### config.mk
export PLATFORM = sky130hd
export DESIGN_NAME = pipe_ctrl_flat
export DESIGN_NICKNAME = d
export VERILOG_FILES = /design/src/rtl/pipe_ctrl_pkg.sv /design/src/rtl/pipe_ctrl_if.sv /design/src/rtl/pipe_ctrl_wdog.sv /design/src/rtl/pipe_ctrl.sv /design/src/flat_wrapper.sv
export SDC_FILE = /design/constraint.sdc
export NUM_CORES = 1
export LEC_CHECK = 0
export CORE_MARGIN = 2
export CORE_UTILIZATION = 43
export DETAILED_ROUTE_END_ITERATION = 6
export PLACE_DENSITY = 0.86
export RECOVER_POWER = 25
export SYNTH_ARGS = -nofsm -noshare
export SYNTH_HDL_FRONTEND = slang
export SYNTH_HIERARCHICAL = 1
export SYNTH_SLANG_ARGS = --single-unit
### constraint.sdc
create_clock -name clk -period 2.6 [get_ports clk]
set_input_delay 0.39 -clock clk [delete_from_list [all_inputs] [get_ports clk]]
set_output_delay 0.39 -clock clk [all_outputs]
set_load 0.005 [all_outputs]
### src/rtl/pipe_ctrl_pkg.sv
// -----------------------------------------------------------------------------
// pipe_ctrl_pkg
// Shared definitions for the pipeline hazard/stall controller: stall bus
// layout, canned stall patterns, FSM state encoding and a sizing helper
// for the data-memory watchdog.
// Ports: none (package).
// -----------------------------------------------------------------------------
package pipe_ctrl_pkg;

    // Controller FSM: normal flow, or holding the pipe for a data access
    typedef enum logic {
        RUN   = 1'b0,
        DWAIT = 1'b1
    } ctrlState_e;

    // Stall bus layout; a set bit means that register holds its value
    localparam int STALL_W      = 6;
    localparam int STALL_PC     = 0;
    localparam int STALL_IF_ID  = 1;
    localparam int STALL_ID_EX  = 2;
    localparam int STALL_EX_MEM = 3;
    localparam int STALL_MEM_WB = 4;
    localparam int STALL_RSVD   = 5;

    // Fetch wait: only the PC holds, IF/ID takes a bubble
    localparam logic [STALL_W-1:0] STALL_FETCH    = STALL_W'(1 << STALL_PC);
    // Load-use: PC and IF/ID hold, ID/EX takes a bubble
    localparam logic [STALL_W-1:0] STALL_LOAD_USE = STALL_W'((1 << STALL_PC) | (1 << STALL_IF_ID));
    // Data-memory wait: everything up to EX/MEM holds, MEM/WB takes a bubble
    localparam logic [STALL_W-1:0] STALL_DMEM     = STALL_W'((1 << STALL_PC) | (1 << STALL_IF_ID) |
                                                             (1 << STALL_ID_EX) | (1 << STALL_EX_MEM));

    // The watchdog must be able to hold the value DMEM_TIMEOUT itself
    function automatic int wdogWidth(input int limit);
        return $clog2(limit + 1);
    endfunction

endpackage

### src/rtl/pipe_ctrl_if.sv
// -----------------------------------------------------------------------------
// pipe_ctrl_if
// Bundles the hazard inputs from the pipeline and the stall/flush outputs of
// the controller.
// Modports:
//   master - the controller: reads hazard inputs, drives stall/flush/counter
//   slave  - the pipeline:   drives hazard inputs, reads stall/flush/counter
// Signals:
//   id_r1/id_r2, id_r1_en/id_r2_en  source operands of the ID instruction
//   ex_rd, ex_mem_re, ex_br_taken   EX-stage destination, load flag, redirect
//   imem_req/imem_ack               instruction fetch handshake
//   dmem_req/dmem_ack               data access handshake
//   stall_o                         per-register hold bus
//   flush_if_id/id_ex/mem_wb        per-register bubble strobes
//   dmem_timeout                    data access abort pulse
//   stall_cnt                       PC-stall cycle counter
// -----------------------------------------------------------------------------
interface pipe_ctrl_if #(
    parameter int CNT_W = 32
);
    import pipe_ctrl_pkg::*;

    logic [4:0]         id_r1;
    logic [4:0]         id_r2;
    logic               id_r1_en;
    logic               id_r2_en;
    logic [4:0]         ex_rd;
    logic               ex_mem_re;
    logic               ex_br_taken;
    logic               imem_req;
    logic               imem_ack;
    logic               dmem_req;
    logic               dmem_ack;
    logic [STALL_W-1:0] stall_o;
    logic               flush_if_id;
    logic               flush_id_ex;
    logic               flush_mem_wb;
    logic               dmem_timeout;
    logic [CNT_W-1:0]   stall_cnt;

    modport master (
        input  id_r1, id_r2, id_r1_en, id_r2_en, ex_rd, ex_mem_re, ex_br_taken,
               imem_req, imem_ack, dmem_req, dmem_ack,
        output stall_o, flush_if_id, flush_id_ex, flush_mem_wb, dmem_timeout, stall_cnt
    );

    modport slave (
        output id_r1, id_r2, id_r1_en, id_r2_en, ex_rd, ex_mem_re, ex_br_taken,
               imem_req, imem_ack, dmem_req, dmem_ack,
        input  stall_o, flush_if_id, flush_id_ex, flush_mem_wb, dmem_timeout, stall_cnt
    );

endinterface

### src/rtl/pipe_ctrl_wdog.sv
// -----------------------------------------------------------------------------
// pipe_ctrl_wdog
// Counts stalled cycles of the current data-memory access.
// Ports:
//   clk, rst     clock, synchronous active-high reset
//   load_i       start of a new access: count becomes 1
//   inc_i        another stalled cycle: count + 1
//   clr_i        access finished or aborted: count becomes 0
//   at_limit_o   count has reached LIMIT
// -----------------------------------------------------------------------------
module pipe_ctrl_wdog #(
    parameter int LIMIT = 255,
    parameter int W     = 8
) (
    input  logic clk,
    input  logic rst,
    input  logic load_i,
    input  logic inc_i,
    input  logic clr_i,
    output logic at_limit_o
);

    localparam logic [W-1:0] LIMIT_V = W'(LIMIT);

    logic [W-1:0] count_q;
    logic [W-1:0] count_d;

    // Clear wins over load, load over increment, so a finishing access
    // never leaves a stale count behind
    always_comb begin
        count_d = count_q;
        if (clr_i) begin
            count_d = '0;
        end else if (load_i) begin
            count_d = W'(1);
        end else if (inc_i) begin
            count_d = count_q + W'(1);
        end
    end

    // Count register
    always_ff @(posedge clk) begin
        if (rst) begin
            count_q <= '0;
        end else begin
            count_q <= count_d;
        end
    end

    assign at_limit_o = (count_q == LIMIT_V);

endmodule

### src/rtl/pipe_ctrl.sv
// -----------------------------------------------------------------------------
// pipe_ctrl
// Hazard and stall controller for the 5-stage core. Resolves data-memory
// waits (with watchdog abort), EX-resolved branches, load-use hazards and
// instruction-fetch waits into a stall bus and per-register bubble strobes.
// Ports:
//   clk, rst   clock, synchronous active-high reset (forces outputs to 0)
//   bus        pipe_ctrl_if.master: hazard inputs in, stall/flush/count out
// Parameters:
//   DMEM_TIMEOUT  maximum stalled cycles per data access (>= 1)
//   CNT_W         width of the stall cycle counter
// -----------------------------------------------------------------------------
module pipe_ctrl
    import pipe_ctrl_pkg::*;
#(
    parameter int DMEM_TIMEOUT = 255,
    parameter int CNT_W        = 32
) (
    input  logic         clk,
    input  logic         rst,
    pipe_ctrl_if.master  bus
);

    localparam int WDOG_W = wdogWidth(DMEM_TIMEOUT);

    ctrlState_e         state_q, state_d;
    logic               killPend_q, killPend_d;
    logic [CNT_W-1:0]   stallCnt_q, stallCnt_d;

    logic               wdogLoad, wdogInc, wdogClr, wdogAtLimit;
    logic               fetchWait, loadUse, dmemHold, dmemAbort;

    logic [STALL_W-1:0] stallBus;
    logic               flushIfId, flushIdEx, flushMemWb, dmemTimeout;

    pipe_ctrl_wdog #(
        .LIMIT (DMEM_TIMEOUT),
        .W     (WDOG_W)
    ) uWdog (
        .clk        (clk),
        .rst        (rst),
        .load_i     (wdogLoad),
        .inc_i      (wdogInc),
        .clr_i      (wdogClr),
        .at_limit_o (wdogAtLimit)
    );

    // Raw hazard conditions. While waiting on data memory the hold lasts
    // until ack, unless the watchdog has run out, in which case it is an abort.
    assign fetchWait = bus.imem_req & ~bus.imem_ack;
    assign loadUse   = bus.ex_mem_re & (bus.ex_rd != 5'd0) &
                       ((bus.id_r1_en & (bus.id_r1 == bus.ex_rd)) |
                        (bus.id_r2_en & (bus.id_r2 == bus.ex_rd)));
    assign dmemHold  = (state_q == RUN) ? (bus.dmem_req & ~bus.dmem_ack)
                                        : (~bus.dmem_ack & ~wdogAtLimit);
    assign dmemAbort = (state_q == DWAIT) & ~bus.dmem_ack & wdogAtLimit;

    // Priority resolution and FSM next state. A data-memory hold freezes the
    // whole front of the pipe, so branch/load-use/fetch terms are only looked
    // at once it is released or aborted. A fetch that is still in flight when
    // a branch redirects is remembered so its late return can be bubbled out;
    // the kill waits until IF/ID is no longer held.
    always_comb begin
        stallBus    = '0;
        flushIfId   = 1'b0;
        flushIdEx   = 1'b0;
        flushMemWb  = 1'b0;
        dmemTimeout = 1'b0;
        state_d     = state_q;
        killPend_d  = killPend_q;
        wdogLoad    = 1'b0;
        wdogInc     = 1'b0;
        wdogClr     = 1'b0;

        if (dmemHold) begin
            stallBus   = STALL_DMEM;
            flushMemWb = 1'b1;
            if (state_q == RUN) begin
                state_d  = DWAIT;
                wdogLoad = 1'b1;
            end else begin
                wdogInc = 1'b1;
            end
        end else begin
            if (bus.ex_br_taken) begin
                flushIfId = 1'b1;
                flushIdEx = 1'b1;
                if (fetchWait) begin
                    killPend_d = 1'b1;
                end
            end else if (loadUse) begin
                stallBus  = STALL_LOAD_USE;
                flushIdEx = 1'b1;
            end else if (fetchWait) begin
                stallBus  = STALL_FETCH;
                flushIfId = 1'b1;
            end

            if (killPend_q && bus.imem_ack && !stallBus[STALL_IF_ID]) begin
                flushIfId  = 1'b1;
                killPend_d = 1'b0;
            end

            if (dmemAbort) begin
                dmemTimeout = 1'b1;
                flushMemWb  = 1'b1;
            end

            if (state_q == DWAIT) begin
                state_d = RUN;
                wdogClr = 1'b1;
            end
        end

        if (rst) begin
            stallBus    = '0;
            flushIfId   = 1'b0;
            flushIdEx   = 1'b0;
            flushMemWb  = 1'b0;
            dmemTimeout = 1'b0;
        end
    end

    assign stallCnt_d = stallCnt_q + CNT_W'(stallBus[STALL_PC]);

    // State, pending-kill flag and performance counter
    always_ff @(posedge clk) begin
        if (rst) begin
            state_q    <= RUN;
            killPend_q <= 1'b0;
            stallCnt_q <= '0;
        end else begin
            state_q    <= state_d;
            killPend_q <= killPend_d;
            stallCnt_q <= stallCnt_d;
        end
    end

    assign bus.stall_o      = stallBus;
    assign bus.flush_if_id  = flushIfId;
    assign bus.flush_id_ex  = flushIdEx;
    assign bus.flush_mem_wb = flushMemWb;
    assign bus.dmem_timeout = dmemTimeout;
    assign bus.stall_cnt    = rst ? '0 : stallCnt_q;

endmodule

### src/flat_wrapper.sv
// flat-port wrapper written by rule: the top's interface ports become plain ports
module pipe_ctrl_flat import pipe_ctrl_pkg::*;
#(
    parameter int DMEM_TIMEOUT = 255,
    parameter int CNT_W        = 32
)
  (clk, rst, bus_id_r1, bus_id_r2, bus_id_r1_en, bus_id_r2_en, bus_ex_rd, bus_ex_mem_re, bus_ex_br_taken, bus_imem_req, bus_imem_ack, bus_dmem_req, bus_dmem_ack, bus_stall_o, bus_flush_if_id, bus_flush_id_ex, bus_flush_mem_wb, bus_dmem_timeout, bus_stall_cnt);
  pipe_ctrl_if #(.CNT_W(CNT_W)) bus_i ();
  input  logic clk;
  input  logic rst;
  input wire logic [$bits(bus_i.id_r1)-1:0] bus_id_r1;
  input wire logic [$bits(bus_i.id_r2)-1:0] bus_id_r2;
  input wire logic [$bits(bus_i.id_r1_en)-1:0] bus_id_r1_en;
  input wire logic [$bits(bus_i.id_r2_en)-1:0] bus_id_r2_en;
  input wire logic [$bits(bus_i.ex_rd)-1:0] bus_ex_rd;
  input wire logic [$bits(bus_i.ex_mem_re)-1:0] bus_ex_mem_re;
  input wire logic [$bits(bus_i.ex_br_taken)-1:0] bus_ex_br_taken;
  input wire logic [$bits(bus_i.imem_req)-1:0] bus_imem_req;
  input wire logic [$bits(bus_i.imem_ack)-1:0] bus_imem_ack;
  input wire logic [$bits(bus_i.dmem_req)-1:0] bus_dmem_req;
  input wire logic [$bits(bus_i.dmem_ack)-1:0] bus_dmem_ack;
  output wire logic [$bits(bus_i.stall_o)-1:0] bus_stall_o;
  output wire logic [$bits(bus_i.flush_if_id)-1:0] bus_flush_if_id;
  output wire logic [$bits(bus_i.flush_id_ex)-1:0] bus_flush_id_ex;
  output wire logic [$bits(bus_i.flush_mem_wb)-1:0] bus_flush_mem_wb;
  output wire logic [$bits(bus_i.dmem_timeout)-1:0] bus_dmem_timeout;
  output wire logic [$bits(bus_i.stall_cnt)-1:0] bus_stall_cnt;
  assign bus_i.id_r1 = bus_id_r1;
  assign bus_i.id_r2 = bus_id_r2;
  assign bus_i.id_r1_en = bus_id_r1_en;
  assign bus_i.id_r2_en = bus_id_r2_en;
  assign bus_i.ex_rd = bus_ex_rd;
  assign bus_i.ex_mem_re = bus_ex_mem_re;
  assign bus_i.ex_br_taken = bus_ex_br_taken;
  assign bus_i.imem_req = bus_imem_req;
  assign bus_i.imem_ack = bus_imem_ack;
  assign bus_i.dmem_req = bus_dmem_req;
  assign bus_i.dmem_ack = bus_dmem_ack;
  assign bus_stall_o = bus_i.stall_o;
  assign bus_flush_if_id = bus_i.flush_if_id;
  assign bus_flush_id_ex = bus_i.flush_id_ex;
  assign bus_flush_mem_wb = bus_i.flush_mem_wb;
  assign bus_dmem_timeout = bus_i.dmem_timeout;
  assign bus_stall_cnt = bus_i.stall_cnt;
  pipe_ctrl #(.DMEM_TIMEOUT(DMEM_TIMEOUT), .CNT_W(CNT_W)) u_core (.clk(clk), .rst(rst), .bus(bus_i));
endmodule
### Yosys cells after proc, flatten, opt, wreduce, memory -nomap -nowiden

Index checks and enable logic that the tools add are counted.

* flip-flop bits (word level): 42
* bits of input ports: 25
* output and inout bits: 42
* logic and storage cells: 68

* $add $sub $neg: 2
* equality and inequality tests: 3
* mux-type cells: 34
* bitwise gates (word level): 14
* reductions and logical operators: 10

Operators with widths (number)
* 32-bit by 1-bit adder with 32-bit output: 1
* 32-bit 2-to-1 mux: 1
* 6-bit 2-to-1 mux: 5
* 1-bit 2-to-1 mux: 28
* 5-bit equality test: 2
* 1-bit bitwise AND: 9
* 8-bit by 1-bit adder with 8-bit output (second input constant): 1
* 8-bit equality test (second input constant): 1
* 2-bit nonzero test: 3
* 5-bit nonzero test: 1
* 1-bit NOT: 4
* 3-bit AND reduction: 1
* 3-bit OR reduction: 1
* 1-bit logical AND: 2
* 2-bit OR reduction: 1
* 1-bit zero test: 1
* 1-bit OR: 1

### Longest topological paths before layout

* word-level depth: 12
* gate-level depth with buffers: 14
* depth with buffers taken out: 14

### Hierarchy

Netlist, hierarchy kept.

By module, submodules not included
* pipe_ctrl: times used 1, cells each 235, area each 1953.1 um2, seq. area each 680.7 um2
* pipe_ctrl_wdog: times used 1, cells each 41, area each 359.1 um2, seq. area each 160.2 um2

### Worst setup path before layout

No wires, ideal clock.

* path type: flip-flop to flip-flop
* start point: reg u_core.uWdog.count_q[0]
* end point: reg u_core.stallCnt_q[26]
* setup time: 128 ps
* arrival: 2559 ps
* data required time: 2472 ps
* path slack: -86 ps
* cell stages (with the launch flop): 15
* path buffers: 0
* period minus slack after synthesis: 2686 ps
* cell sequence: dfxtp_1 -> ha_1 -> nand3_1 -> nor2_1 -> a21oi_1 -> o21ai_0 -> nor2_1 -> a211o_1 -> ha_1 -> ha_1 -> nand3_1 -> nor3_4 -> nand4_1 -> xor2_1 -> nor2_1

* word-level cells in the longest chain between the ends: 7

Ends and longest elaborated chain
* start: declaration: RTL line pipe_ctrl_wdog.sv:25 `logic [W-1:0] count_q;`
* start signal: assignment: RTL line pipe_ctrl_wdog.sv:46 `count_q <= count_d;`
* 8-bit equality test: RTL line pipe_ctrl_wdog.sv:50 `assign at_limit_o = (count_q == LIMIT_V);`
* net u_core.wdogAtLimit: RTL line pipe_ctrl.sv:30 `logic wdogLoad, wdogInc, wdogClr, wdogAtLimit;`
* 1-bit NOT: RTL line pipe_ctrl.sv:55 `: (~bus.dmem_ack & ~wdogAtLimit);`
* 1-bit bitwise AND: RTL line pipe_ctrl.sv:55
* 1-bit 2-to-1 mux: RTL line pipe_ctrl.sv:54 `assign dmemHold = (state_q == RUN) ? (bus.dmem_req & ~bus.dmem_ack)`
* 6-bit 2-to-1 mux: RTL line pipe_ctrl.sv:75 `if (dmemHold) begin`
* 6-bit 2-to-1 mux: RTL line pipe_ctrl.sv:115 `if (rst) begin`
* net bus_stall_o[0]: RTL line flat_wrapper.sv:22 `output wire logic [$bits(bus_i.stall_o)-1:0] bus_stall_o;`
* 32-bit by 1-bit adder with 32-bit output: RTL line pipe_ctrl.sv:124 `assign stallCnt_d = stallCnt_q + CNT_W'(stallBus[STALL_PC]);`
* end signal: assignment: RTL line pipe_ctrl.sv:135 `stallCnt_q <= stallCnt_d;`
* end: declaration: RTL line pipe_ctrl.sv:28 `logic [CNT_W-1:0] stallCnt_q, stallCnt_d;`

The timed path passes the listed nets, and every way through them passes these cells.
A chain may end at the register's enable or synchronous reset.

### Worst setup path in the final report

* start point: in bus_ex_rd[2]
* end point: reg u_core.stallCnt_q[18]

* word-level cells in the longest chain between the ends: 10
* elaborated cells on any way between the ends: 14
* classes of those cells: 1 x add/sub; 2 x eq/ne; 5 x mux; 5 x bitwise; 1 x reduce/logical

Ends and longest elaborated chain
* start: declaration: RTL line flat_wrapper.sv:15 `input wire logic [$bits(bus_i.ex_rd)-1:0] bus_ex_rd;`
* 5-bit equality test (on tied branches): RTL line pipe_ctrl.sv:52, pipe_ctrl.sv:53
* 1-bit bitwise AND (on tied branches): RTL line pipe_ctrl.sv:52, pipe_ctrl.sv:53
* 1-bit OR: RTL line pipe_ctrl.sv:52 `((bus.id_r1_en & (bus.id_r1 == bus.ex_rd)) |`
* 1-bit bitwise AND *: RTL line pipe_ctrl.sv:51 `assign loadUse = bus.ex_mem_re & (bus.ex_rd != 5'd0) &`
* 6-bit 2-to-1 mux *: RTL line pipe_ctrl.sv:91 `end else if (loadUse) begin`
* 6-bit 2-to-1 mux *: RTL line pipe_ctrl.sv:85 `if (bus.ex_br_taken) begin`
* 6-bit 2-to-1 mux * (2 in a row): RTL line pipe_ctrl.sv:75
* 6-bit 2-to-1 mux *: RTL line pipe_ctrl.sv:115
* 32-bit by 1-bit adder with 32-bit output *: RTL line pipe_ctrl.sv:124

Every way passes the cells marked *; elsewhere a longest branch is shown, timed or not. The select of a mux whose other input is x is not followed.

==> qor.txt <==
IR Drop Worst-Case VDD: 0.3750 mV
Path type of the worst min-delay path: in -> reg
Number of DRC violations after detailed-routing iteration 0: 92
RePlAce Congestion: 0.8692
Largest area contributor in the netlist: dfxtp_1
Startpoint type of the worst setup path: input pin
Kind of capture point of the worst setup path: flop
Class of the most critical setup path: in -> reg
Final routed wire length divided by cell count: 14.32 µm
Leading cell types by count after synthesis: 43 x nor2_1, 42 x dfxtp_1, 36 x xor2_1
Number of enable flip-flop cells after synthesis: 0
Slew Viols, Final: 0
Yosys synthesis warning count: 6
Detail Placement HPWL: 4.071 mm
Post-detailed-route via-to-cell ratio: 5.141
Overall power consumption: 0.001292 W
Most common cell in the synthesized netlist: nor2_1
DIE WIDTH: 77.33 µm
Pin count of the biggest net entering global routing: 39
DRC violation count after routing: 0
Biggest fanout along the worst timing path: 5
Cell-by-cell trace of the critical path: buf_8 > buf_6 > xor2_2 > nor4_2 > nand3_1 > a21oi_2 > a211o_1 > ha_4 > ha_4 > nand3_4 > nor3_4 > buf_6 > buf_16 > nand3_4 > xor2_1 > nor2_1
Final #Nets: 391
Ratio of cells with drive above 1 in the final layout: 20.88%
Congestion Overflow GR: 0
Signed area change from the synthesized netlist to the final layout: 49.19%
Antenna violations before repair: 0
Wire length of the first global-routing pass: 9.466 mm
Synthesized area per cell: 8.378 µm²
Root buffer selected by CTS: clkbuf_8
Antenna diodes: 0
Arrival time worst endpoint: 2.78 ns
Register area: 844.6 µm²
Power Density: 374.4 nW/µm²
Synth top area share: 36.36%
Cell Rows: 26
Pre-antenna DRT Iters: 5
Count of placed standard cells including taps: 419
Post-Route WL: 6.215 mm
Internal reg-to-reg setup slack: 0.10 ns
Most common flop cell mapped by yosys: dfxtp_1
Later-pin clock latency in the skew report: 0.30 ns
Critical path's largest stage delay: 0.26 ns
H-tree Lvls: 2
Run status: complete, but fails checks
Combined area of the multi-input logic cells: 1535 µm²
Setup-violating endpoint count in the final report: 1
Number of clock sinks seen by CTS: 42
Failing checks: setup timing
Cell count after synthesis: 276
Total clock buffers created by CTS: 5
Die boundary height: 77.33 µm
Number of hold violations in the final report: 0
Sequential fraction of the synthesis area: 36.36%
Clock transition at the registers of the reported paths: 0.08 ns
Leakage dissipation: 1.414 nW
Full die area: 5980 µm²
Placeable core region: 5140 µm²
DRT antenna net count: 0
Worst Path Required: 2.78 ns
Max frequency: 384.6 MHz
Final worst path period share: 100.0%
Top cells by area in the synthesized netlist: dfxtp_1 36%, xor2_1 14%, nor2b_1 9.2%
I/O pin count: 67
Starting density of the core: 44.99%
Post-layout instance count excluding filler cells: 434
Max Root-Sink Buffers: 2
Fraction of registers with async set or reset after synthesis: 0%
Minimum clock period: 2.600 ns
Slew headroom: 53.51%
Max-cap violations: 0
Hold bufs inserted after CTS: 0
Global-route total usage across every layer: 19.51%
Crit-path slowest cell: nor3_4
Unrepaired setup endpoints after global routing: yes
Netlist area before placement: 2312 µm²
Worst hold slack across all endpoints: 0.3750 ns
Number of library cell types mapped by synthesis: 39
Fill cells: 430
Via count of the first global-routing pass: 2,066
Total number of vias: 2,231
Post-route setup slack: -0.00007461 ns
TritonCTS clock tree: done
Quantity of I/O buffers inserted on ports: 64
Worst setup skew after layout: 0.006774 ns
Slew at the pin closest to its max-slew limit: 0.6920 ns
Synthesis-stage register bit count: 42
## critical path: cells and delay by family
| kind | cells | cell delay [ns] |
|---|---|---|
| adder cells (fa/ha/maj) | 2 | 0.31 |
| AO/OA/AOI/OAI | 2 | 0.44 |
| AND/OR/NAND/NOR | 6 | 0.84 |
| buffers and inverters | 4 | 0.48 |
| XOR/XNOR | 2 | 0.33 |
## metrics by stage
stage / setup WS (ns) / TNS (ns) / utilization, % / cell area [µm²]
after floorplan: 0.01354 / 0 / - / 2327
after global placement: -0.5558 / -14.37 / 61.47 / 3159
after detailed placement: -0.6118 / -16.04 / 61.47 / 3159
after CTS: -0.03884 / -0.1199 / 65.31 / 3357
after global routing: -0.1684 / -1.888 / 67.11 / 3450
final: -0.00007461 / -0.00007461 / 67.11 / 3450
## cell usage in the layout (no fill, tap or decap), types with 4 or more instances in the layout
master,n
nand4_1,11
clkbuf_8,8
nor3_1,4
xnor2_1,6
clkdlybuf4s50_1,41
inv_1,4
dlygate4sd3_1,5
dfxtp_1,39
nand3_1,16
buf_4,22
nand2_1,8
o21ai_0,5
xor2_1,34
a21oi_1,7
nor2_1,41
dlygate4sd2_1,5
clkbuf_2,7
nor2b_1,33
or3_1,6
## cells by family after synthesis
group                      after synthesis  synth area share (%)
and+or+nand+nor                        147                 36.42
xor gates and xnor gates                42                 15.91
DFF                                     42                 36.36
AOI/OAI and AO/OA                       22                 5.466
buffers and inverters                   18                 3.625
adders and majority gates                3                 1.624
other                                    1                0.1622
muxes                                    1                0.4329
## state kept, by name, indices dropped and copies added (netlist names)
register,flops
u_core/uWdog/count_q,8
u_core/state_q,1
u_core/killPend_q,1
u_core/stallCnt_q,32
## power breakdown
| part | internal (W) | total (W) | leakage [nW] | switching (W) |
|---|---|---|---|---|
| Sequential | 0.000648 | 0.000653 | 0.340 | 0.00000521 |
| Combinational | 0.0000758 | 0.000147 | 1.02 | 0.0000709 |
| Clock | 0.000268 | 0.000492 | 0.0575 | 0.000223 |
## worst paths after layout
check                                from                 endpoint  cells past startpoint
setup / recovery             bus_ex_rd[2]    u_core/stallCnt_q[18]                     16
hold / removal                        rst  u_core/uWdog/count_q[0]                      2
setup reg to reg  u_core/uWdog/count_q[1]    u_core/stallCnt_q[18]                     16
hold reg to reg     u_core/stallCnt_q[31]    u_core/stallCnt_q[31]                      2
## per-layer routing
layer | routed length [µm] | GRT usage [%]
met1 | 2491 | 22.98
met2 | 3275 | 34.35
met3 | 325 | 5.465
met4 | 123 | 5.893
met5 | 0 | 0
## area by class of cell
cell class / count / area share, %
clock buffer: 8 / 3.192
inverter: 4 / 0.4353
multi-input combinational: 217 / 44.50
sequential: 42 / 24.48
tap: 70 / 2.539
timing repair buffer: 93 / 24.85
## repair_timing
item | 4_1_cts | 5_1_grt
setup endpoints to repair | 33 | 29
setup buffers | 4 | 2
pin swaps | 11 | 17
gates resized for setup | 30 | 41
gates cloned | 1 | 0
No activity file was read; power rests on OpenSTA's default activity.
